===== config.mk =====
export PLATFORM = sky130hd
export DESIGN_NAME = rr_encoder_arbiter
export DESIGN_NICKNAME = d
export VERILOG_FILES = /design/src/rtl/arb_pkg.sv /design/src/rtl/rr_prio_enc.sv /design/src/rtl/rr_encoder_arbiter.sv
export SDC_FILE = /design/constraint.sdc
export NUM_CORES = 1
export LEC_CHECK = 0
export ABC_AREA = 1
export CORE_UTILIZATION = 53
export DETAILED_ROUTE_END_ITERATION = 12
export PLACE_DENSITY_LB_ADDON = 0.15
export SLEW_MARGIN = 10
export SYNTH_ARGS = -nofsm -noshare
export SYNTH_HDL_FRONTEND = slang
export SYNTH_SLANG_ARGS = --single-unit

===== constraint.sdc =====
create_clock -name clk -period 4 [get_ports clk]
set_clock_uncertainty 0.15 [all_clocks]
set_input_delay 0.8 -clock clk [delete_from_list [all_inputs] [get_ports clk]]
set_output_delay 0.8 -clock clk [all_outputs]
set_load 0.1 [all_outputs]

===== src/rtl/arb_pkg.sv =====
// Shared types and defaults for the round-robin encoder arbiter.
// Grant-vector helper maps a binary owner index to its one-hot grant.
package arb_pkg;

    localparam int unsigned N_DEF        = 8;
    localparam int unsigned W_DEF        = 3;
    localparam int unsigned MAX_HOLD_DEF = 16;

    typedef enum logic {ST_IDLE, ST_GRANT} arb_state_t;

    function automatic logic [N_DEF-1:0] onehot(input logic [W_DEF-1:0] idx);
        onehot      = '0;
        onehot[idx] = 1'b1;
    endfunction

endpackage


===== src/rtl/rr_prio_enc.sv =====
// Rotating-mask priority encoder: lowest set bit above ptr wins,
// falling back to the lowest set bit overall when nothing lies above ptr.
module rr_prio_enc
    import arb_pkg::*;
#(
    parameter int unsigned N = N_DEF,
    parameter int unsigned W = W_DEF
) (
    input  logic [N-1:0] vec,
    input  logic [W-1:0] ptr,
    output logic [W-1:0] idx,
    output logic         any
);

    logic [N-1:0] masked;
    logic [W-1:0] idx_masked;
    logic [W-1:0] idx_full;
    logic         any_masked;
    logic         any_full;

    always_comb begin
        masked     = '0;
        idx_masked = '0;
        idx_full   = '0;
        any_masked = 1'b0;
        any_full   = 1'b0;
        for (int unsigned i = 0; i < N; i++) begin
            masked[i] = vec[i] && (W'(i) > ptr);
        end
        for (int unsigned i = 0; i < N; i++) begin
            if (masked[i] && !any_masked) begin
                idx_masked = W'(i);
                any_masked = 1'b1;
            end
            if (vec[i] && !any_full) begin
                idx_full = W'(i);
                any_full = 1'b1;
            end
        end
    end

    assign idx = any_masked ? idx_masked : idx_full;
    assign any = any_full;

endmodule


===== src/rtl/rr_encoder_arbiter.sv =====
// Round-robin arbiter: one-hot grant held until done or the owner drops its request.
// Optional grant watchdog is built when ARB_TIMEOUT_EN is defined.
module rr_encoder_arbiter
    import arb_pkg::*;
#(
    parameter int unsigned N = N_DEF,
    parameter int unsigned W = W_DEF
`ifdef ARB_TIMEOUT_EN
    ,
    parameter int unsigned MAX_HOLD = MAX_HOLD_DEF
`endif
) (
    input  logic         clk,
    input  logic         rst_n,
    input  logic [N-1:0] req,
    input  logic         done,
    output logic [N-1:0] gnt,
    output logic [W-1:0] gnt_id,
    output logic         gnt_valid,
    output logic         timeout
);

    arb_state_t   state_q, state_d;
    logic [N-1:0] gnt_q, gnt_d;
    logic [W-1:0] id_q, id_d;
    logic [W-1:0] last_q, last_d;
    logic         valid_q, valid_d;
    logic [W-1:0] win_idx;
    logic         win_any;
    logic         rel;
    logic         revoke;

    rr_prio_enc #(
        .N (N),
        .W (W)
    ) u_enc (
        .vec (req),
        .ptr (last_q),
        .idx (win_idx),
        .any (win_any)
    );

    assign rel = done || !req[id_q];

`ifdef ARB_TIMEOUT_EN
    localparam int unsigned CW = (MAX_HOLD > 2) ? $clog2(MAX_HOLD) : 1;

    logic [CW-1:0] hold_q, hold_d;
    logic          timeout_q;

    // Counter restarts on every IDLE cycle, so it reads 0 in the first grant cycle.
    assign hold_d = (state_q == ST_GRANT) ? hold_q + 1'b1 : '0;
    assign revoke = (state_q == ST_GRANT) && (hold_q == CW'(MAX_HOLD - 1)) && !rel;

    always_ff @(posedge clk or negedge rst_n) begin
        if (!rst_n) begin
            hold_q    <= '0;
            timeout_q <= 1'b0;
        end else begin
            hold_q    <= hold_d;
            timeout_q <= revoke;
        end
    end

    assign timeout = timeout_q;
`else
    assign revoke  = 1'b0;
    assign timeout = 1'b0;
`endif

    always_comb begin
        state_d = state_q;
        gnt_d   = gnt_q;
        id_d    = id_q;
        last_d  = last_q;
        valid_d = valid_q;
        unique case (state_q)
            ST_IDLE: begin
                if (win_any) begin
                    gnt_d   = onehot(win_idx);
                    id_d    = win_idx;
                    valid_d = 1'b1;
                    state_d = ST_GRANT;
                end
            end
            ST_GRANT: begin
                if (rel || revoke) begin
                    gnt_d   = '0;
                    valid_d = 1'b0;
                    last_d  = id_q;
                    state_d = ST_IDLE;
                end
            end
            default: state_d = ST_IDLE;
        endcase
    end

    always_ff @(posedge clk or negedge rst_n) begin
        if (!rst_n) begin
            state_q <= ST_IDLE;
            gnt_q   <= '0;
            id_q    <= '0;
            last_q  <= W'(N - 1);
            valid_q <= 1'b0;
        end else begin
            state_q <= state_d;
            gnt_q   <= gnt_d;
            id_q    <= id_d;
            last_q  <= last_d;
            valid_q <= valid_d;
        end
    end

    assign gnt       = gnt_q;
    assign gnt_id    = id_q;
    assign gnt_valid = valid_q;

endmodule


==> summary.md <==
| Metric | Value |
|---|---|
| Post-DR wirelength/cell | `12.4 um` |
| I/O Pins | `24` |
| Vias per cell | `5.36` |
| Fin crit period | `2.86 ns` |
| Top cell type by total area after synthesis | `dfrtp_1` |
| Number of global-route vias before repair | `928` |
| Flops & latches, synth | `16` |
| Max FO, Critical Path | `6` |
| Post-Synthesis Cells | `150` |
| Yosys cell types | `24` |
| Critical R2R Capture | `gnt[4]` |
| Asr flop ratio synth | `100%` |
| CTS Buf Count | `3` |
| Detail Placement HPWL | `1900 um` |
| FP Rows | `15` |
| CTS tree | `done` |
| Syn avg cell area | `7.00 um^2` |
| Share of layout cells above drive strength 1 | `12.6%` |
| CTS H-tree depth | `1` |
| Netlist Area Pre-Place | `0.00105 mm^2` |
| Worst-margin pin slew | `0.985 ns` |
| DRT antenna net count | `0` |
| Kind of cell adding the most delay to the critical path | `buffers and inverters` |
| Critical-path cell list | `clkdlybuf4s50_1` |
| Port buffer count | `22` |
| Total track usage | `25.9%` |
| CTS Root Cell | `clkbuf_4` |
| Hold Crit Class | `register to register` |
| WHS Path Cells | `2` |
| Drt first pass iters | `4` |
| EDFF count, synth | `0` |
| Vias | `1071` |
| Clock sinks | `16` |
| Post-layout util | `74.6%` |
| Fin. max-slew vios | `0` |
| Top cell type's share of synthesized area | `31.0%` |
| Critical path depth | `1` |
| F_max | `350 MHz` |
| Cells on worst reg2reg path | `10` |
| Synth Flop Type | `dfrtp_1` |
| Req. time, crit path | `3.05 ns` |
| Ranking of synthesized cells by area | `dfrtp_1 31%, nand2_1 17%, dfstp_2 7.5%` |
| Critical path class | `register to output pin` |
| Max transition margin | `34.1%` |
| Hold path start | `gnt[7]` |
| 1st-iter DRT viols | `35` |
| RSZ-0062 raised after global routing | `no` |
| Setup Fix Bufs, Post-CTS | `0` |
| Final hold vios | `0` |
| Finished Layout Cells | `200` |
| Setup_tns | `0 ns` |
| CP Buf/Inv Count | `1` |
| Crit path arrival time | `1.91 ns` |
| P&R area growth vs syn | `26.7%` |
| Final setup viols | `0` |
| First-pass GRT wire length | `3940 um` |
| Full die area | `0.00216 mm^2` |
| Reg clk slew, reported paths | `0.10 ns` |
| Gpl congestion | `0.839` |
| CP Launch Type | `register` |
| Routed WL | `2470 um` |
| Yosys Warn Count | `0` |
| Crit. End Element | `output pin` |
| Most frequent cells in the layout | `48 x nand2_1, 22 x clkdlybuf4s50_1, 19 x inv_1` |
| Largest net degree at the start of global routing | `17` |
| Core ar. | `0.00178 mm^2` |
| DR DRC count | `0` |
| Antenna diodes | `0` |
| Post-CTS sizing | `0` |
| DP Cell Count | `196` |
| Fin crit share | `71.5%` |
| Die X | `46.5 um` |
| Sequential element share of the synthesized area | `38.5%` |
| Maximum root-to-sink buffer count | `2` |
| Skew-Pair Late Insertion Delay | `0.29 ns` |
| Starting density of the core | `58.9%` |
| CP peak stage delay | `1.17 ns` |
| Critical Path Slowest Stage Cell | `clkdlybuf4s50_1` |
| R2R Path Start | `last_q[1]` |
| Hold_buf cts | `0` |
| Outcome | `completed` |
| Min Hold Slack | `0.334 ns` |
| Initial antenna violation count | `0` |
| Worst Hold Path EP | `gnt[7]` |
| Most common cell after layout, fill and taps aside | `nand2_1` |
| Final Net Count | `187` |
| Flop2flop setup slack | `2.08 ns` |
| Max cap viols | `0` |
| Die H | `46.5 um` |
| Total gr overflow | `0` |
| Synthesized net count | `161` |
==> worst max-delay path by stage <==
stage	from	endpoint	slack [ns]
5_1_grt	gnt_id[0]	gnt_id[0]	1.10
3_3_place_gp	req[3]	gnt[3]	1.36
4_1_cts	gnt_id[0]	gnt_id[0]	1.13
6_report	gnt_id[0]	gnt_id[0]	1.14
3_5_place_dp	req[3]	gnt[6]	1.30
2_1_floorplan	gnt_id[0]	gnt[0]	1.73
==> cell families after synthesis <==
group / after synthesis / synth area share (%)
buf+inv: 21 / 7.99
other cells: 1 / 0.357
flops: 16 / 38.5
compound gates: 26 / 15.7
simple gates: 86 / 37.4
==> per-layer routing <==
| layer | vias to the layer above | routed length, um | GRT usage, % |
|---|---|---|---|
| li1 | 530 | - | - |
| met1 | 499 | 1140 | 34.8 |
| met2 | 40 | 1160 | 42.8 |
| met3 | 2 | 159 | 4.71 |
| met4 | 0 | 12 | 5.29 |
| met5 | - | 0 | 0 |
==> final cells by class <==
cell class | instances | area (um^2)
clock buffer | 4 | 36.3
fill | 145 | 453
inverter | 20 | 76.3
multi-input combinational | 113 | 562
sequential | 16 | 404
tap | 25 | 31.3
timing repair buffer | 22 | 220
==> registers in the layout, indices dropped and copies added (netlist names) <==
signal	count
gnt	8
last_q	3
state_q	1
gnt_id	3
gnt_valid	1
==> metrics by stage <==
stage / setup slack, ns / cell area (um^2)
global route: 1.10 / 1330
CTS: 1.13 / 1330
finish: 1.14 / 1330
floorplan: 1.73 / 1050
detailed placement: 1.30 / 1290
global placement: 1.36 / 1290
==> Yosys cell counts, types with 2 or more instances <==
master / count
dfrtp_1: 13
nor2_4: 2
a21oi_1: 8
o21ai_1: 2
nand2_2: 4
nand3_1: 7
o21ai_0: 12
inv_1: 19
nand4_2: 2
dfstp_2: 3
nor2_2: 2
nor2_1: 17
nand2_1: 48
Power is left out: the tool's default activity adds up to more than one toggle a clock period on the data nets, which glitch-free logic cannot reach.
